### src/rtl/ot_pkg.sv
// Shared constants, state encoding and hue-range helper for the object tracker.
package ot_pkg;
  localparam int X_W_DEF     = 11;
  localparam int Y_W_DEF     = 10;
  localparam int MIN_PIX_DEF = 16;

  typedef logic [1:0] ot_state_t;
  localparam ot_state_t ST_IDLE    = 2'd0;
  localparam ot_state_t ST_WAIT_VS = 2'd1;
  localparam ot_state_t ST_ACTIVE  = 2'd2;

  // lo > hi describes a range that wraps through 255 -> 0.
  function automatic logic hue_match(input logic [7:0] hue, input logic [7:0] lo,
                                     input logic [7:0] hi);
    if (lo <= hi) return (hue >= lo) && (hue <= hi);
    else          return (hue >= lo) || (hue <= hi);
  endfunction
endpackage

### src/rtl/ot_bbox_acc.sv
// Bounding-box and matched-pixel accumulator; result is combinationally ready,
// zeroed when fewer than MIN_PIX pixels matched.
module ot_bbox_acc
  import ot_pkg::*;
#(
  parameter int MIN_PIX = MIN_PIX_DEF,
  parameter int X_W     = X_W_DEF,
  parameter int Y_W     = Y_W_DEF
) (
  input  logic           pclk,
  input  logic           rst,
  input  logic           clr,
  input  logic           upd,
  input  logic [X_W-1:0] x,
  input  logic [Y_W-1:0] y,
  output logic           res_found,
  output logic [X_W-1:0] res_xmin,
  output logic [X_W-1:0] res_xmax,
  output logic [Y_W-1:0] res_ymin,
  output logic [Y_W-1:0] res_ymax
);
  logic [X_W-1:0] xmin_q, xmax_q;
  logic [Y_W-1:0] ymin_q, ymax_q;
  logic [15:0]    cnt_q;

  always_ff @(posedge pclk) begin
    if (rst || clr) begin
      xmin_q <= '1;
      xmax_q <= '0;
      ymin_q <= '1;
      ymax_q <= '0;
      cnt_q  <= '0;
    end else if (upd) begin
      if (x < xmin_q) xmin_q <= x;
      if (x > xmax_q) xmax_q <= x;
      if (y < ymin_q) ymin_q <= y;
      if (y > ymax_q) ymax_q <= y;
      if (cnt_q != 16'hffff) cnt_q <= cnt_q + 16'd1;
    end
  end

  assign res_found = (32'(cnt_q) >= MIN_PIX);
  assign res_xmin  = res_found ? xmin_q : '0;
  assign res_xmax  = res_found ? xmax_q : '0;
  assign res_ymin  = res_found ? ymin_q : '0;
  assign res_ymax  = res_found ? ymax_q : '0;
endmodule

### src/rtl/ot_track_ctrl.sv
// Colour-target tracking controller: arms on start, accumulates a bounding box of
// hue-matched pixels per frame and publishes it at each frame-ending vsync edge.
module ot_track_ctrl
  import ot_pkg::*;
#(
  parameter int MIN_PIX = MIN_PIX_DEF,
  parameter int X_W     = X_W_DEF,
  parameter int Y_W     = Y_W_DEF
) (
  input  logic           pclk,
  input  logic           rst,
  input  logic           i_start,
  input  logic           i_stop,
  input  logic           i_vsync,
  input  logic           i_href,
  input  logic           i_data_en,
  input  logic [7:0]     i_hue,
  input  logic [7:0]     i_hue_lo,
  input  logic [7:0]     i_hue_hi,
  output logic           o_pipe_en,
  output logic           o_busy,
  output logic           o_box_valid,
  input  logic           i_box_ready,
  output logic           o_found,
  output logic [X_W-1:0] o_xmin,
  output logic [X_W-1:0] o_xmax,
  output logic [Y_W-1:0] o_ymin,
  output logic [Y_W-1:0] o_ymax,
  output logic [7:0]     o_frame_cnt,
  output logic           o_overrun
);
  ot_state_t      state, state_nx;
  logic           vs_d, href_d, stop_pend;
  logic           vs_rise, href_fall, stop_now, publish, frame_start, pix_match;
  logic [7:0]     lo_q, hi_q;
  logic [X_W-1:0] x_q;
  logic [Y_W-1:0] y_q;
  logic           acc_found;
  logic [X_W-1:0] acc_xmin, acc_xmax;
  logic [Y_W-1:0] acc_ymin, acc_ymax;

  always_comb begin
    vs_rise   = i_vsync & ~vs_d;
    href_fall = href_d & ~i_href;
    stop_now  = stop_pend | i_stop;
    state_nx  = state;
    case (state)
      ST_IDLE:    if (i_start && !i_stop) state_nx = ST_WAIT_VS;
      ST_WAIT_VS: if (i_stop) state_nx = ST_IDLE;
                  else if (vs_rise) state_nx = ST_ACTIVE;
      ST_ACTIVE:  if (vs_rise && stop_now) state_nx = ST_IDLE;
      default:    state_nx = ST_IDLE;
    endcase
    // Any rising edge that leaves us in ACTIVE opens a new frame.
    frame_start = vs_rise && (state_nx == ST_ACTIVE);
    publish     = vs_rise && (state == ST_ACTIVE);
    pix_match   = (state == ST_ACTIVE) && !vs_rise && i_data_en &&
                  hue_match(i_hue, lo_q, hi_q);
  end

  always_ff @(posedge pclk) begin
    if (rst) begin
      state     <= ST_IDLE;
      vs_d      <= 1'b0;
      href_d    <= 1'b0;
      stop_pend <= 1'b0;
      lo_q      <= '0;
      hi_q      <= '0;
    end else begin
      state  <= state_nx;
      vs_d   <= i_vsync;
      href_d <= i_href;
      if (state_nx != ST_ACTIVE) stop_pend <= 1'b0;
      else if (i_stop)           stop_pend <= 1'b1;
      if (frame_start) begin
        lo_q <= i_hue_lo;
        hi_q <= i_hue_hi;
      end
    end
  end

  always_ff @(posedge pclk) begin
    if (rst) begin
      x_q <= '0;
      y_q <= '0;
    end else begin
      if (!i_href)                       x_q <= '0;
      else if (i_data_en && x_q != '1)   x_q <= x_q + X_W'(1);
      if (frame_start)                   y_q <= '0;
      else if (href_fall && y_q != '1)   y_q <= y_q + Y_W'(1);
    end
  end

  ot_bbox_acc #(
    .MIN_PIX (MIN_PIX),
    .X_W     (X_W),
    .Y_W     (Y_W)
  ) u_acc (
    .pclk      (pclk),
    .rst       (rst),
    .clr       (frame_start),
    .upd       (pix_match),
    .x         (x_q),
    .y         (y_q),
    .res_found (acc_found),
    .res_xmin  (acc_xmin),
    .res_xmax  (acc_xmax),
    .res_ymin  (acc_ymin),
    .res_ymax  (acc_ymax)
  );

  // A publish always wins over a same-cycle handshake so the new result stays valid.
  always_ff @(posedge pclk) begin
    if (rst) begin
      o_box_valid <= 1'b0;
      o_found     <= 1'b0;
      o_xmin      <= '0;
      o_xmax      <= '0;
      o_ymin      <= '0;
      o_ymax      <= '0;
      o_frame_cnt <= '0;
      o_overrun   <= 1'b0;
    end else if (publish) begin
      o_box_valid <= 1'b1;
      o_found     <= acc_found;
      o_xmin      <= acc_xmin;
      o_xmax      <= acc_xmax;
      o_ymin      <= acc_ymin;
      o_ymax      <= acc_ymax;
      o_frame_cnt <= o_frame_cnt + 8'd1;
      if (o_box_valid && !i_box_ready) o_overrun <= 1'b1;
    end else if (o_box_valid && i_box_ready) begin
      o_box_valid <= 1'b0;
    end
  end

  assign o_busy    = (state != ST_IDLE);
  assign o_pipe_en = (state == ST_WAIT_VS) || (state == ST_ACTIVE);
endmodule

### config.mk
export PLATFORM = sky130hd
export DESIGN_NAME = ot_track_ctrl
export DESIGN_NICKNAME = d
export VERILOG_FILES = /design/src/rtl/ot_pkg.sv /design/src/rtl/ot_bbox_acc.sv /design/src/rtl/ot_track_ctrl.sv
export SDC_FILE = /design/constraint.sdc
export NUM_CORES = 1
export LEC_CHECK = 0
export CAP_MARGIN = 20
export CORE_MARGIN = 10
export CORE_UTILIZATION = 31
export CTS_BUF_LIST = sky130_fd_sc_hd__clkbuf_2
export DETAILED_ROUTE_END_ITERATION = 6
export PLACE_DENSITY = 0.63
export SLEW_MARGIN = 5
export SYNTH_ARGS = -nofsm -noshare
export SYNTH_HDL_FRONTEND = slang
export SYNTH_SLANG_ARGS = --single-unit
### constraint.sdc
create_clock -name pclk -period 2.3 [get_ports pclk]
set_input_delay 0.23 -clock pclk [delete_from_list [all_inputs] [get_ports pclk]]
set_output_delay 0.23 -clock pclk [all_outputs]
set_load 0.05 [all_outputs]
# Yosys cells after proc, flatten, opt, wreduce, memory -nomap -nowiden
# Cells that the tools add are included.
# totals
ff_bits	153
input_bits	32
output_inout_bits	55
# op_classes
add_sub_neg	4
order_cmp	8
n_eq_ne	7
n_mux	12
n_bitwise	5
n_reduce_logical	30
# ops
cell	count
$mux 11	2
$mux 10	2
$add 16x1->16 const B	1
$ge 16x5->1 const B	1
$le 8x8->1	2
$ne 16x16->1 const B	1
$logic_and 1x1->1	12
$reduce_and 2->1	6
$add 11x1->11 const B	1
$gt 11x11->1	1
$lt 11x11->1	1
$ne 11x11->1 const B	1
$add 10x1->10 const B	1
$gt 10x10->1	1
$lt 10x10->1	1
$ne 10x10->1 const B	1
$add 8x1->8 const B	1
$ge 8x8->1	1
$mux 2	4
$pmux 2 s3	1
$reduce_or 2->1	3
$eq 2x2->1 const B	2
$reduce_bool 2->1	2
$logic_not 1->1	3
8 further kinds	14

# Depth between registers and ports, before layout
# depth
depth_word	8
depth_mapped	12

# Modules after synthesis
# A second synthesis with hierarchy kept.
# hier_totals
cells_unflattened	977
area_unflattened_um2	8269.2
# by_module_without_submodules
mod	instances	cells_each	area_each_um2
ot_track_ctrl	1	514	4454.3
ot_bbox_acc	1	463	3814.9

# Least setup slack after synthesis
# OpenSTA, ideal clock, no wires.
# synth_path
path_type	register to register
startpoint	reg state[0]
endpoint	reg u_acc.cnt_q[12]
arrival_ns	2.300
slack_ns	-0.059
path_stages_with_launch	10
cell_sequence	dfxtp_1 inv_1 ha_1 inv_1 or2_0 a221oi_2 o21ai_1 buf_2 or4_1 nand2_1
# synth_via
elab_chain_cells	6
word_cells_on_any_way	15
cone_classes	eq/ne: 3; mux: 5; reduce/logical: 7
# synth_lines
item	line	text
from (decl)	ot_track_ctrl.sv:32	ot_state_t state, state_nx;
from (signal assigned)	ot_track_ctrl.sv:70	state <= state_nx;
$mux 2	ot_track_ctrl.sv:50	else if (vs_rise) state_nx = ST_ACTIVE;
$mux 2	ot_track_ctrl.sv:49	ST_WAIT_VS: if (i_stop) state_nx = ST_IDLE;
$pmux 2 s3	ot_track_ctrl.sv:47	case (state)
$eq 2x2->1	ot_track_ctrl.sv:55	frame_start = vs_rise && (state_nx == ST_ACTIVE);
$logic_and 1x1->1	ot_track_ctrl.sv:55	
$logic_or 1x1->1	ot_bbox_acc.sv:27	if (rst || clr) begin
to (signal assigned)	ot_bbox_acc.sv:38	if (cnt_q != 16'hffff) cnt_q <= cnt_q + 16'd1;
to (decl)	ot_bbox_acc.sv:24	logic [15:0] cnt_q;
# Parallel ways exist; a longest one is shown, timed or not.
# A chain may end at the register's enable or synchronous reset.

# Worst setup path after layout
# layout_path
startpoint	reg lo_q[3]
endpoint	reg u_acc.xmax_q[7]
# layout_via
elab_chain_cells	5
word_cells_on_any_way	7
cone_classes	order compare: 2; mux: 1; reduce/logical: 4
# layout_lines
item	line	text
from (decl)	ot_track_ctrl.sv:35	logic [7:0] lo_q, hi_q;
from (signal assigned)	ot_track_ctrl.sv:76	lo_q <= i_hue_lo;
$ge 8x8->1	ot_pkg.sv:15, ot_pkg.sv:16	
$logic_or 1x1->1 or $logic_and 1x1->1 (tied branches)	ot_pkg.sv:16, ot_pkg.sv:15	
$mux 1 *	ot_pkg.sv:15	if (lo <= hi) return (hue >= lo) && (hue <= hi);
$logic_and 1x1->1 *	ot_track_ctrl.sv:57	pix_match = (state == ST_ACTIVE) && !vs_rise && i_data_en &&
$reduce_and 2->1 (no source line) *	-	
to (signal assigned)	ot_bbox_acc.sv:29	xmax_q <= '0;
to (signal assigned)	ot_bbox_acc.sv:35	if (x > xmax_q) xmax_q <= x;
to (decl)	ot_bbox_acc.sv:22	logic [X_W-1:0] xmin_q, xmax_q;
# Every way passes the cells marked *; elsewhere a longest branch is shown, timed or not.

==> summary.txt <==
Status
  • Status: finished with violations
  • Violated checks: setup timing

Routing
  • Routed WL per cell: 16.0 um
  • First-pass DRT Iterations: 5
  • DR DRC count: 0
  • Via/cell ratio: 5.07
  • Total Wirelength: 22600 um
  • Vias: 7185
  • Drt initial violations: 412
  • Post-route ant nets: 0

Timing
  • Rel. slew slack: 47.4%
  • Min Hold Slack: 0.0883 ns
  • Slew @ Worst Pin: 0.789 ns
  • Pins Over Slew Limit: 0
  • Final WS setup: -0.186 ns
  • Final setup fails: 46
  • Final period util: 108%
  • Fmax: 402 MHz
  • Fin Clk Skew: 0.0217 ns
  • RSZ-0062 raised after global routing: true
  • Fin crit period: 2.49 ns
  • Fin. Hold Viols: 0

Job
  • Max-cap violations: 0

Floorplanning
  • Initial core utilization: 31.7%
  • Die H: 178 um
  • # IOs: 87
  • Core region area: 0.0245 mm2
  • Die Span X: 178 um
  • Row count: 57
  • Die area: 0.0317 mm2

Placed design
  • Buffers on Ports: 86
  • Placed Cells: 1353
  • Dpl hpwl: 15100 um
  • Final GP Congestion: 0.808
  • Placed instance area: 0.00940 mm2

Final layout
  • Layout cells sized above 1: 22.8%
  • Final cell count without fillers: 1418
  • Post-route cell area: 0.0107 mm2
  • P&R area growth vs syn: 37.8%
  • Final net count: 1185

Yosys
  • Top_reg_cell synth: dfxtp_1
  • Register area share after synthesis: 39.5%
  • Syn Area/Cell: 8.39 um2
  • Synth Instances: 924
  • Post-synth ARST share: 0%
  • Synthesis Warnings: 0
  • Number of flops mapped to enable cells by yosys: 0
  • Synth Register Bits: 153
  • Synthesized cell area: 0.00775 mm2
  • Yosys cell types: 52
  • Synth Net Count: 1029

Setup path
  • Slowest stage delay, CP: 0.41 ns
  • CP Buf/Inv Count: 3
  • Top delay family on crit path: compound AO/OA/AOI/OAI gates
  • Slowest-stage cell, CP: dfxtp_2
  • Critical path type: flip-flop to flip-flop
  • Crit-path cells: inv_2 > ha_1 > o21a_1 > nor2_2 > o31ai_4 > o221ai_4 > buf_6 > a21o_4 > buf_12 > or3_4 > a21oi_2
  • Critical Path Source Type: flip-flop
  • Max FO, Critical Path: 7
  • CP Data Required Time: 2.97 ns
  • Critical Path AT: 3.16 ns
  • Crit path capture type: flip-flop

Global route
  • Vias in the first global route: 6873
  • Largest net degree at the start of global routing: 73
  • Initial antenna violation count: 1
  • First-pass GRT wire length: 35700 um
  • Total gr overflow: 0
  • All-Layer GR Usage: 13.8%

Clock network
  • Clk root buf: clkbuf_2
  • Clk slew on worst S/H paths: 0.22 ns
  • TritonCTS buffer count: 17
  • CTS tree: yes
  • H-tree depth: 4
  • Total clock sinks: 153
  • Clk_lat worst skew: 0.73 ns
  • Clock Path Buffers: 2

Power
  • Tot Pwr: 4.80 mW
  • Max VDD drop: 0.312 mV
  • Leakage power: 4.49 nW
  • Power Density: 450 mW/mm2

Min path
  • Hold WC Path Type: primary input to flip-flop
## path summary, 6_finish.rpt
path | slack, ns | endpoint | cells past startpoint | start
setup / recovery | -0.19 | u_acc.xmax_q[7] | 11 | lo_q[3]
hold / removal | 0.09 | lo_q[2] | 3 | i_hue_lo[2]
setup reg to reg | -0.19 | u_acc.xmax_q[7] | 11 | lo_q[3]
hold reg to reg | 0.47 | o_ymin[9] | 2 | o_ymin[9]
## state kept, by name, indices dropped and copies added (netlist names), 8 cells and up
name and count:
o_ymax 10, y_q 10, lo_q 8, hi_q 8
u_acc.cnt_q 16, u_acc.xmin_q 11, o_frame_cnt 8, x_q 11
o_xmax 11, o_ymin 10, u_acc.xmax_q 11, u_acc.ymax_q 10
o_xmin 11, u_acc.ymin_q 10
## timing repair
item | in CTS | in global routing
setup buffers | 7 | 12
endpoints found under the hold margin | 5 | 0
pin swaps | 20 | 53
cloned | 5 | 5
resized for setup | 64 | 113
hold buffers | 5 | 0
endpoints found under the setup margin | 66 | 92
## Yosys cell counts, types with 8 or more instances
| cell | number | share of area, % |
|---|---|---|
| dfxtp_1 | 153 | 40 |
| nand4_1 | 21 | 1.7 |
| a21oi_1 | 103 | 6.7 |
| nor2_1 | 56 | 2.7 |
| and3_1 | 17 | 1.4 |
| nand3_1 | 75 | 4.8 |
| inv_1 | 79 | 3.8 |
| nor2b_1 | 8 | 0.65 |
| o211ai_1 | 16 | 1.6 |
| nand2_1 | 78 | 3.8 |
| ha_1 | 73 | 12 |
| a21o_1 | 11 | 1.1 |
| o21ai_0 | 37 | 2.4 |
| mux2i_1 | 18 | 2.3 |
| clkbuf_1 | 29 | 1.4 |
| xnor2_1 | 10 | 1.1 |
| a211o_1 | 15 | 1.7 |
| and2_1 | 9 | 0.73 |
| or3_1 | 23 | 1.9 |
| xor2_1 | 8 | 0.90 |
| o21ai_1 | 8 | 0.52 |
## cell families after synthesis
family                   count (synthesis)  share of synthesized area, %
adder cells (fa/ha/maj)                 73                          11.8
AO/OA/AOI/OAI                          218                          17.3
XOR/XNOR                                18                          2.03
buffers and inverters                  127                          6.67
multiplexers                            19                          2.47
flip-flops                             153                          39.5
AND/OR/NAND/NOR                        316                          20.2
## report_power, final
group | internal (mW) | total, mW | switching [mW]
logic | 0.193 | 0.425 | 0.233
clock network | 0.713 | 1.70 | 0.990
registers | 2.66 | 2.67 | 0.00862
## placed cells by master (no fill, tap or decap), types with 9 or more instances in the layout
master,instances
nand4_1,21
clkbuf_2,20
buf_4,63
a21oi_1,90
a21o_1,10
dlymetal6s2s_1,13
buf_12,10
a211o_1,15
buf_6,13
nand3_1,69
o211ai_1,16
o21ai_2,9
nand2_1,65
dfxtp_1,135
nor2_1,54
dfxtp_2,16
o21ai_1,14
ha_1,59
clkdlybuf4s50_1,64
inv_1,69
or3_1,20
o21ai_0,21
xnor2_1,10
nand2_2,12
a21oi_2,13
and3_1,11
mux2i_1,18
ha_4,14
## tightest hold or removal path: stages
cell	delay (ns)
clkdlybuf4s50_1	0.40
mux2i_1	0.13
nor2_1	0.05
## stage by stage
stage	util (%)	worst slack, ns	setup TNS [ns]
CTS	41.4	-0.155	-3.41
finish	43.7	-0.186	-5.05
detailed placement	38.4	-0.568	-28.30
global placement	38.4	-0.527	-25.30
global route	43.7	-0.303	-10.64
floorplan	-	0.00474	0
## cell type report
class                   instances  area, um2
well taps                     324        405
repair buffers                182       1860
diodes                          1       2.50
inverters                      79        303
fillers                      2322      13800
clock buffers                  19       95.1
multi-input cells             647       4740
flip-flops and latches        153       3090
clock inverters                13        176
## layer usage
| metal | GRT usage, % | wire length [um] |
|---|---|---|
| met3 | 2.88 | 1050 |
| met2 | 21.8 | 10200 |
| met4 | 5.04 | 426 |
| met1 | 18.2 | 10900 |
| met5 | 0 | 0 |
Power figures use the tool's default switching activity.
